**config.mk**
```make
export PLATFORM = sky130hd
export DESIGN_NAME = vld_rdy_buf
export DESIGN_NICKNAME = d
export VERILOG_FILES = /design/src/rtl/vld_rdy_buf.sv
export SDC_FILE = /design/constraint.sdc
export NUM_CORES = 1
export LEC_CHECK = 0
export ABC_AREA = 1
export BUFFER_PORTS_ARGS = -buffer_cell sky130_fd_sc_hd__buf_2
export CORE_MARGIN = 2
export CORE_UTILIZATION = 40
export DETAILED_ROUTE_END_ITERATION = 10
export SLEW_MARGIN = 10
export SYNTH_ARGS = -nofsm -noshare
export SYNTH_HDL_FRONTEND = slang
export SYNTH_SLANG_ARGS = --single-unit
```
**constraint.sdc**
```tcl
create_clock -name clk -period 1.6 [get_ports clk]
set_input_delay 0.16 -clock clk [delete_from_list [all_inputs] [get_ports clk]]
set_output_delay 0.16 -clock clk [all_outputs]
set_load 0.02 [all_outputs]
```
**src/rtl/vld_rdy_buf.sv**
```systemverilog
// Valid/ready buffer stage: circular buffer of DEPTH payload entries with
// optional ready-cut, empty-bypass and synchronous flush.
module vld_rdy_buf #(
    parameter int unsigned DW        = 32,
    parameter int unsigned DEPTH     = 2,
    parameter bit          CUT_READY = 1'b0,
    parameter bit          PASS      = 1'b0,
    localparam int unsigned CW       = $clog2(DEPTH + 1),
    localparam int unsigned PW       = (DEPTH > 1) ? $clog2(DEPTH) : 1
) (
    input  logic          clk,
    input  logic          rst_n,
    input  logic          flush_i,
    input  logic          vld_i,
    output logic          rdy_o,
    input  logic [DW-1:0] dat_i,
    output logic          vld_o,
    input  logic          rdy_i,
    output logic [DW-1:0] dat_o,
    output logic [CW-1:0] cnt_o
);

    logic [DW-1:0] mem [DEPTH];
    logic [PW-1:0] wr_ptr;
    logic [PW-1:0] rd_ptr;
    logic [CW-1:0] count;

    logic full;
    logic empty;
    logic bypass;
    logic push;
    logic pop;
    logic wr_en;
    logic rd_en;

    // Pointers wrap explicitly so non-power-of-two depths stay in range.
    function automatic logic [PW-1:0] next_ptr(input logic [PW-1:0] ptr);
        return (ptr == PW'(DEPTH - 1)) ? '0 : ptr + PW'(1);
    endfunction

    assign full  = (count == CW'(DEPTH));
    assign empty = (count == '0);

    // Bypass only exists when there is nothing older queued, so order holds.
    assign bypass = PASS && empty && !flush_i;

    // NOTE: every always_comb output gets a default first so no latch is inferred.
    always_comb begin
        vld_o = 1'b0;
        dat_o = mem[rd_ptr];
        if (bypass) begin
            vld_o = vld_i;
            dat_o = dat_i;
        end else if (!flush_i) begin
            vld_o = !empty;
        end
    end

    always_comb begin
        rdy_o = 1'b0;
        if (!flush_i) begin
            if (CUT_READY) rdy_o = !full;
            else           rdy_o = !full || pop;
        end
    end

    assign push = vld_i && rdy_o;
    assign pop  = vld_o && rdy_i;

    // A bypassed beat that is consumed immediately never touches storage.
    assign wr_en = push && !(bypass && rdy_i);
    assign rd_en = pop && !bypass;

    // NOTE: sequential state uses non-blocking assignments only, so every
    // register samples the pre-edge values regardless of statement order.
    always_ff @(posedge clk or negedge rst_n) begin
        if (!rst_n) begin
            wr_ptr <= '0;
            rd_ptr <= '0;
            count  <= '0;
        end else if (flush_i) begin
            wr_ptr <= '0;
            rd_ptr <= '0;
            count  <= '0;
        end else begin
            if (wr_en) wr_ptr <= next_ptr(wr_ptr);
            if (rd_en) rd_ptr <= next_ptr(rd_ptr);
            if (wr_en && !rd_en)      count <= count + CW'(1);
            else if (rd_en && !wr_en) count <= count - CW'(1);
        end
    end

    // NOTE: storage is reset here because dat_o must read 0 out of reset;
    // flush deliberately leaves the payloads in place.
    always_ff @(posedge clk or negedge rst_n) begin
        if (!rst_n) begin
            for (int i = 0; i < DEPTH; i++) mem[i] <= '0;
        end else if (wr_en) begin
            mem[wr_ptr] <= dat_i;
        end
    end

    assign cnt_o = count;

    a_no_overflow : assert property (@(posedge clk) disable iff (!rst_n)
        !(wr_en && !rd_en && full));

    a_no_underflow : assert property (@(posedge clk) disable iff (!rst_n)
        !(rd_en && !wr_en && empty));

    a_hold_until_pop : assert property (@(posedge clk) disable iff (!rst_n)
        (vld_o && !rdy_i && !flush_i) |=> (flush_i || (vld_o && $stable(dat_o))));

endmodule

```
==> results of run 1 <==
==> cell type report <==
class / count / area (sq um)
Inverter: 41 / 156
Multi-Input combinational cell: 251 / 1210
Tap cell: 102 / 128
Timing Repair Buffer: 86 / 543
Fill cell: 782 / 3800
Clock inverter: 6 / 87.6
Clock buffer: 10 / 138
Sequential cell: 68 / 1700
==> synth_stat cells <==
| cell type | n | area share (%) |
|---|---|---|
| a21oi_1 | 2 | 0.31 |
| buf_4 | 3 | 0.70 |
| buf_6 | 6 | 2.1 |
| clkbuf_1 | 13 | 1.5 |
| dfrtp_1 | 68 | 53 |
| inv_1 | 38 | 4.4 |
| inv_2 | 2 | 0.23 |
| inv_4 | 1 | 0.20 |
| nand2_1 | 136 | 16 |
| nand2_2 | 1 | 0.20 |
| nand3_1 | 4 | 0.62 |
| nand4_1 | 3 | 0.59 |
| nor2_1 | 4 | 0.47 |
| nor2_4 | 2 | 0.70 |
| nor2_8 | 1 | 0.62 |
| o21ai_0 | 68 | 11 |
| o21ai_1 | 4 | 0.62 |
| o21ai_2 | 26 | 7.1 |
==> what timing repair did <==
action	in CTS	in global routing
endpoints found under the setup margin	0	30
hold endpoints to repair	20	0
resized for setup	0	5
hold buffers	1	0
==> worst reg2reg max path, stage by stage, from the launching register on <==
cell       delay [ns]
dfrtp_1          0.43
inv_2            0.07
nand3_1          0.08
nand2_2          0.07
nor2_4           0.11
inv_4            0.10
nor2_8           0.14
clkbuf_16        0.26
nand2_1          0.09
o21ai_2          0.06
==> power by group through the flow <==
stage	clock [mW]	sequential, mW	combinational (mW)
2_1_floorplan	0	2.55	1.54
3_3_place_gp	0	2.58	2.16
3_5_place_dp	0	2.60	2.20
4_1_cts	1.62	2.58	2.21
5_1_grt	1.70	2.64	2.49
6_report	1.58	2.57	2.21
==> metrics by stage <==
stage / instance area, sq um / power (mW)
2_1_floorplan: 3210 / 4.08
3_3_place_gp: 3700 / 4.74
3_5_place_dp: 3700 / 4.81
4_1_cts: 3930 / 6.40
5_1_grt: 3970 / 6.83
6_report: 3970 / 6.36
==> kinds of logic (layout without fill, tap and decap cells) <==
family	after synthesis	count (layout)	synth area share, %
AO/OA/AOI/OAI	100	100	18.6
AND/OR/NAND/NOR	151	151	19.1
buffers and inverters	63	143	9.20
flip-flops	68	68	53.0
==> state kept, by name, summed over array words and instances (netlist names) <==
register / cells
mem: 64
cnt_o: 2
rd_ptr: 1
wr_ptr: 1
==> worst min path at each step <==
stage          startpoint  endpoint  slack [ns]  cells after the start
2_1_floorplan       rst_n  cnt_o[0]       -0.14                      0
3_3_place_gp        rst_n   mem[18]        0.17                      1
3_5_place_dp        rst_n   mem[18]        0.17                      1
4_1_cts          dat_i[5]    mem[5]        0.02                      3
5_1_grt         dat_i[17]   mem[17]        0.02                      3
6_report         dat_i[6]    mem[6]        0.03                      3
==> routing by layer <==
metal	part of all wire [%]	vias to the layer above	wire, um	global-route usage [%]
met5	0	-	0	0
met4	1.3	0	93	6.16
met3	4.6	9	334	3.55
met2	43	61	3160	26.3
met1	51	1266	3740	25.8
li1	-	1355	-	-
==> key figures, run 1 <==
Worst setup path
  • Setup slack, reg-to-reg: 0.13 ns
  • Slowest Stage Delay on Critical Path: 0.43 ns
  • Critical R2R Launch: cnt_o[0]
  • Startpoint types: register
  • CP max FO: 52
  • Crit path from: rd_ptr
  • Worst Path Arrival: 1.38 ns
  • Worst Path Buf+Inv: 2
  • Critical path depth: 3
  • Worst setup path endpoint: dat_o[12]
  • Worst R2R End: mem[51]
  • Worst path slowest cell: dfrtp_2
  • Critical path class: reg2out
  • Critical path cell sequence: buf_12 > o21ai_0 > buf_2
  • CP endpoint kind: primary output
  • Reg2reg path depth: 9
  • Data required, critical path: 1.44 ns
  • Delay-heaviest family, CP: flip-flops

Clocking
  • Total number of H-tree levels: 3
  • Root Driver: clkbuf_8
  • Worst-case clock buffer depth: 2
  • # clock sinks: 68
  • Num CTS Buffers: 9
  • Clk_lat worst skew: 0.34 ns
  • CTS tree: yes
  • Setup Buffers After CTS: 0
  • Reg clk slew, reported paths: 0.08 ns

GRT
  • Antenna violations before repair: 0
  • Largest net degree at the start of global routing: 55
  • Vias in the first global route: 2638
  • Total GRT Usage: 17.7%
  • Remaining Overflow, GRT: 0
  • First-pass GRT wire length: 12200 um

Drt
  • DR WL/cell: 13.0 um
  • Iter 0 DRT Violations: 70
  • Drt total wl: 7320 um
  • Pre-Repair DR Iteration Count: 6
  • Post-route ant nets: 0
  • Vias: 2691
  • DR vias/cell: 4.77
  • Drt drc: 0

Layout
  • Share of cells above drive strength 1: 29.2%
  • Final core occ: 51.1%
  • Syn-to-layout area delta: 23.6%
  • Most frequent cells in the layout: nand2_1, buf_2, dfrtp_1
  • Layout Cells excl Fill: 564
  • Ant diodes: 0
  • Layout Nets: 494
  • Commonest non-fill, non-tap cell in the layout: nand2_1

Floorplan
  • Die area: 8750 sq um
  • Top-Level Pins: 73
  • Chip Height: 93.6 um
  • Row cnt: 32
  • Starting Density: 41.3%
  • Core area: 7770 sq um
  • Die X: 93.6 um

Synthesis
  • Yosys warnings: 0
  • Number of synthesized register bits: 68
  • Synth unique cells: 18
  • Mean Syn Cell Area: 8.40 sq um
  • Register area share after synthesis: 53.0%
  • Syn Nets: 419
  • Post-Syn Instances: 382
  • Post-synthesis instance area: 3210 sq um

STA
  • Slew Viols, Final: 0
  • RSZ-0062 raised after global routing: false
  • Tmin final: 1.54 ns
  • Final hold vios: 0
  • Period utilization: 96.0%
  • Clock Skew: 0.00711 ns
  • Final hold slack: 0.0275 ns
  • Setup TNS: 0 ns
  • Actual slew at the worst max-slew pin: 0.525 ns
  • F_max: 0.651 GHz
  • Post-route setup slack: 0.0641 ns
  • Final-report setup violation count: 0
  • Slew Limit Headroom: 65.0%

Power
  • Sequential power share: 40.4%
  • Sw Share: 37.0%
  • Int Pwr: 4.01 mW
  • LEAKAGE: 1.99 nW
  • Switching power total: 2.35 mW
  • Clk pwr share: 24.9%
  • P per Cell Area: 1600 nW/um^2
  • Combinational group share of total power: 34.7%
  • VDD IR max: 661 uV

Job
  • Max Cap Viol: 0

Outcome
  • Status: complete, no violations

Placement
  • Pre-CTS WS: 0.0958 ns
  • GP Congestion: 0.741
  • Inst Count DP: 546
  • Dpl hpwl: 4850 um
  • Port Buffer Count: 72

Min path
  • HP Class: in2reg
No activity file was read; power rests on OpenSTA's default activity.
==> run 2, diff against run 1 <==
--- a/config.mk
+++ b/config.mk
@@ -10,6 +10,7 @@
 export CORE_MARGIN = 2
 export CORE_UTILIZATION = 40
 export DETAILED_ROUTE_END_ITERATION = 10
+export RECOVER_POWER = 50
 export SLEW_MARGIN = 10
 export SYNTH_ARGS = -nofsm -noshare
 export SYNTH_HDL_FRONTEND = slang
==> run 2 against run 1 <==
  * Utilization is 0.26 points lower
  * Die area stayed put
  * Via count hardly changed
  * Global-route usage stayed put
  * Highest routed layer unchanged
  * Sequential power hardly changed
  * Register-to-register slack hardly changed
  * Largest power group unchanged
==> key figures, run 2 (synthesis gave the netlist of run 1 again) <==
Worst setup path
  • Delay-heaviest family, CP: flip-flops
  • Worst Path Buf+Inv: 2
  • Critical path cell sequence: buf_12 > o21ai_0 > buf_2
  • Slowest Stage Delay on Critical Path: 0.43 ns
  • Startpoint types: register
  • Data required, critical path: 1.44 ns
  • Worst R2R End: mem[51]
  • Critical path depth: 3
  • Reg2reg path depth: 9
  • Worst setup path endpoint: dat_o[12]
  • Critical R2R Launch: cnt_o[0]
  • CP endpoint kind: primary output
  • Worst Path Arrival: 1.38 ns
  • Worst path slowest cell: dfrtp_2
  • Critical path class: reg2out
  • Crit path from: rd_ptr
  • Setup slack, reg-to-reg: 0.12 ns
  • CP max FO: 52

Layout
  • Ant diodes: 0
  • Layout Nets: 494
  • Max reg flops: 64
  • Share of cells above drive strength 1: 28.8%
  • Commonest non-fill, non-tap cell in the layout: nand2_1
  • Biggest register: mem
  • Syn-to-layout area delta: 23.0%
  • Most frequent cells in the layout: nand2_1, buf_2, dfrtp_1

Power
  • Sw Share: 37.0%
  • Switching power total: 2.35 mW
  • P per Cell Area: 1610 nW/um^2
  • Sequential power share: 40.5%
  • Tot Pwr: 6.35 mW
  • LEAKAGE: 1.97 nW
  • VDD IR max: 660 uV
  • Clk pwr share: 24.9%
  • Combinational group share of total power: 34.6%
  • Int Pwr: 4.00 mW

Drt
  • DR WL/cell: 12.9 um
  • Pre-Repair DR Iteration Count: 4
  • Iter 0 DRT Violations: 77
  • Vias: 2690
  • Post-route ant nets: 0
  • Drt total wl: 7290 um
  • DR vias/cell: 4.77
  • Drt drc: 0

Clocking
  • CTS tree: yes
  • Total number of H-tree levels: 3
  • Num CTS Buffers: 9
  • Setup Buffers After CTS: 0
  • Reg clk slew, reported paths: 0.08 ns
  • Clk_lat worst skew: 0.34 ns
  • Worst-case clock buffer depth: 2
  • Root Driver: clkbuf_8
  • # clock sinks: 68

STA
  • Final-report setup violation count: 0
  • Slew Viols, Final: 0
  • F_max: 0.651 GHz
  • Actual slew at the worst max-slew pin: 0.545 ns
  • Period utilization: 96.0%
  • RSZ-0062 raised after global routing: false
  • Clock Skew: 0.00695 ns
  • Setup TNS: 0 ns
  • Final hold vios: 0
  • Tmin final: 1.54 ns
  • Slew Limit Headroom: 63.7%

Outcome
  • Status: complete, no violations

Job
  • Max Cap Viol: 0

GRT
  • Remaining Overflow, GRT: 0
  • First-pass GRT wire length: 12200 um
  • Antenna violations before repair: 0
  • Vias in the first global route: 2638
  • Total GRT Usage: 17.7%
  • Largest net degree at the start of global routing: 55

Floorplan
  • Starting Density: 41.3%
  • Row cnt: 32
  • Die X: 93.6 um
  • Chip Height: 93.6 um
  • Top-Level Pins: 73
  • Die area: 8750 sq um
  • Core area: 7770 sq um

Min path
  • HP Class: in2reg

Placement
  • GP Congestion: 0.741
  • Port Buffer Count: 72
  • Dpl hpwl: 4850 um
-- run 2: changes by cell type in the layout (fill, tap and decap cells not counted), sizes merged --
cell and change:
buf -6, clkbuf +6
-- run 2: cell type report --
| cell class | count | area [sq um] |
|---|---|---|
| fill | 788 | 3820 |
| clock inverter | 6 | 87.6 |
| sequential | 68 | 1700 |
| inverter | 41 | 156 |
| timing repair buffer | 86 | 523 |
| multi-input combinational | 251 | 1210 |
| clock buffer | 10 | 138 |
| tap | 102 | 128 |
-- run 2: worst min path at each step --
| stage | from | endpoint | slack, ns | depth (start not counted) |
|---|---|---|---|---|
| after floorplan | rst_n | cnt_o[0] | -0.14 | 0 |
| after global placement | rst_n | mem[18] | 0.17 | 1 |
| after detailed placement | rst_n | mem[18] | 0.17 | 1 |
| after CTS | dat_i[5] | mem[5] | 0.02 | 3 |
| after global routing | dat_i[17] | mem[17] | 0.03 | 3 |
| final | dat_i[6] | mem[6] | 0.03 | 3 |
-- run 2: routing by layer --
layer	share of wire [%]	vias to the layer above	routed length, um	track usage (%)
met3	4.3	9	316	3.55
met2	43	61	3160	26.3
met4	1.3	0	93	6.16
li1	-	1357	-	-
met1	51	1263	3720	25.8
met5	0	-	0	0
-- run 2: worst min-delay path: stages --
cell and delay, ns:
buf_2 0.09, nand2_1 0.04, nand2_1 0.05
-- run 2: what timing repair did --
item                                    4_1_cts  5_1_grt
gates resized for setup                       0        5
hold endpoints to repair                     20        0
hold buffers                                  1        0
endpoints found under the setup margin        0       30
-- run 2: per-stage QoR --
stage	std cells	cell area [sq um]	hold WS (ns)	utilization (%)	setup slack, ns
floorplan	382	3210	-0.136	-	0.0615
global placement	546	3700	0.171	47.6	0.158
detailed placement	546	3700	0.171	47.6	0.0958
CTS	563	3930	0.0197	50.6	0.00595
global route	564	3950	0.0254	50.8	0.000315
finish	564	3950	0.0290	50.8	0.0635
-- run 2: power by group through the flow --
stage | combinational, mW | clock [mW] | sequential [mW]
final | 2.20 | 1.58 | 2.57
after CTS | 2.21 | 1.62 | 2.58
after detailed placement | 2.20 | 0 | 2.60
after floorplan | 1.54 | 0 | 2.55
after global placement | 2.16 | 0 | 2.58
after global routing | 2.48 | 1.70 | 2.64
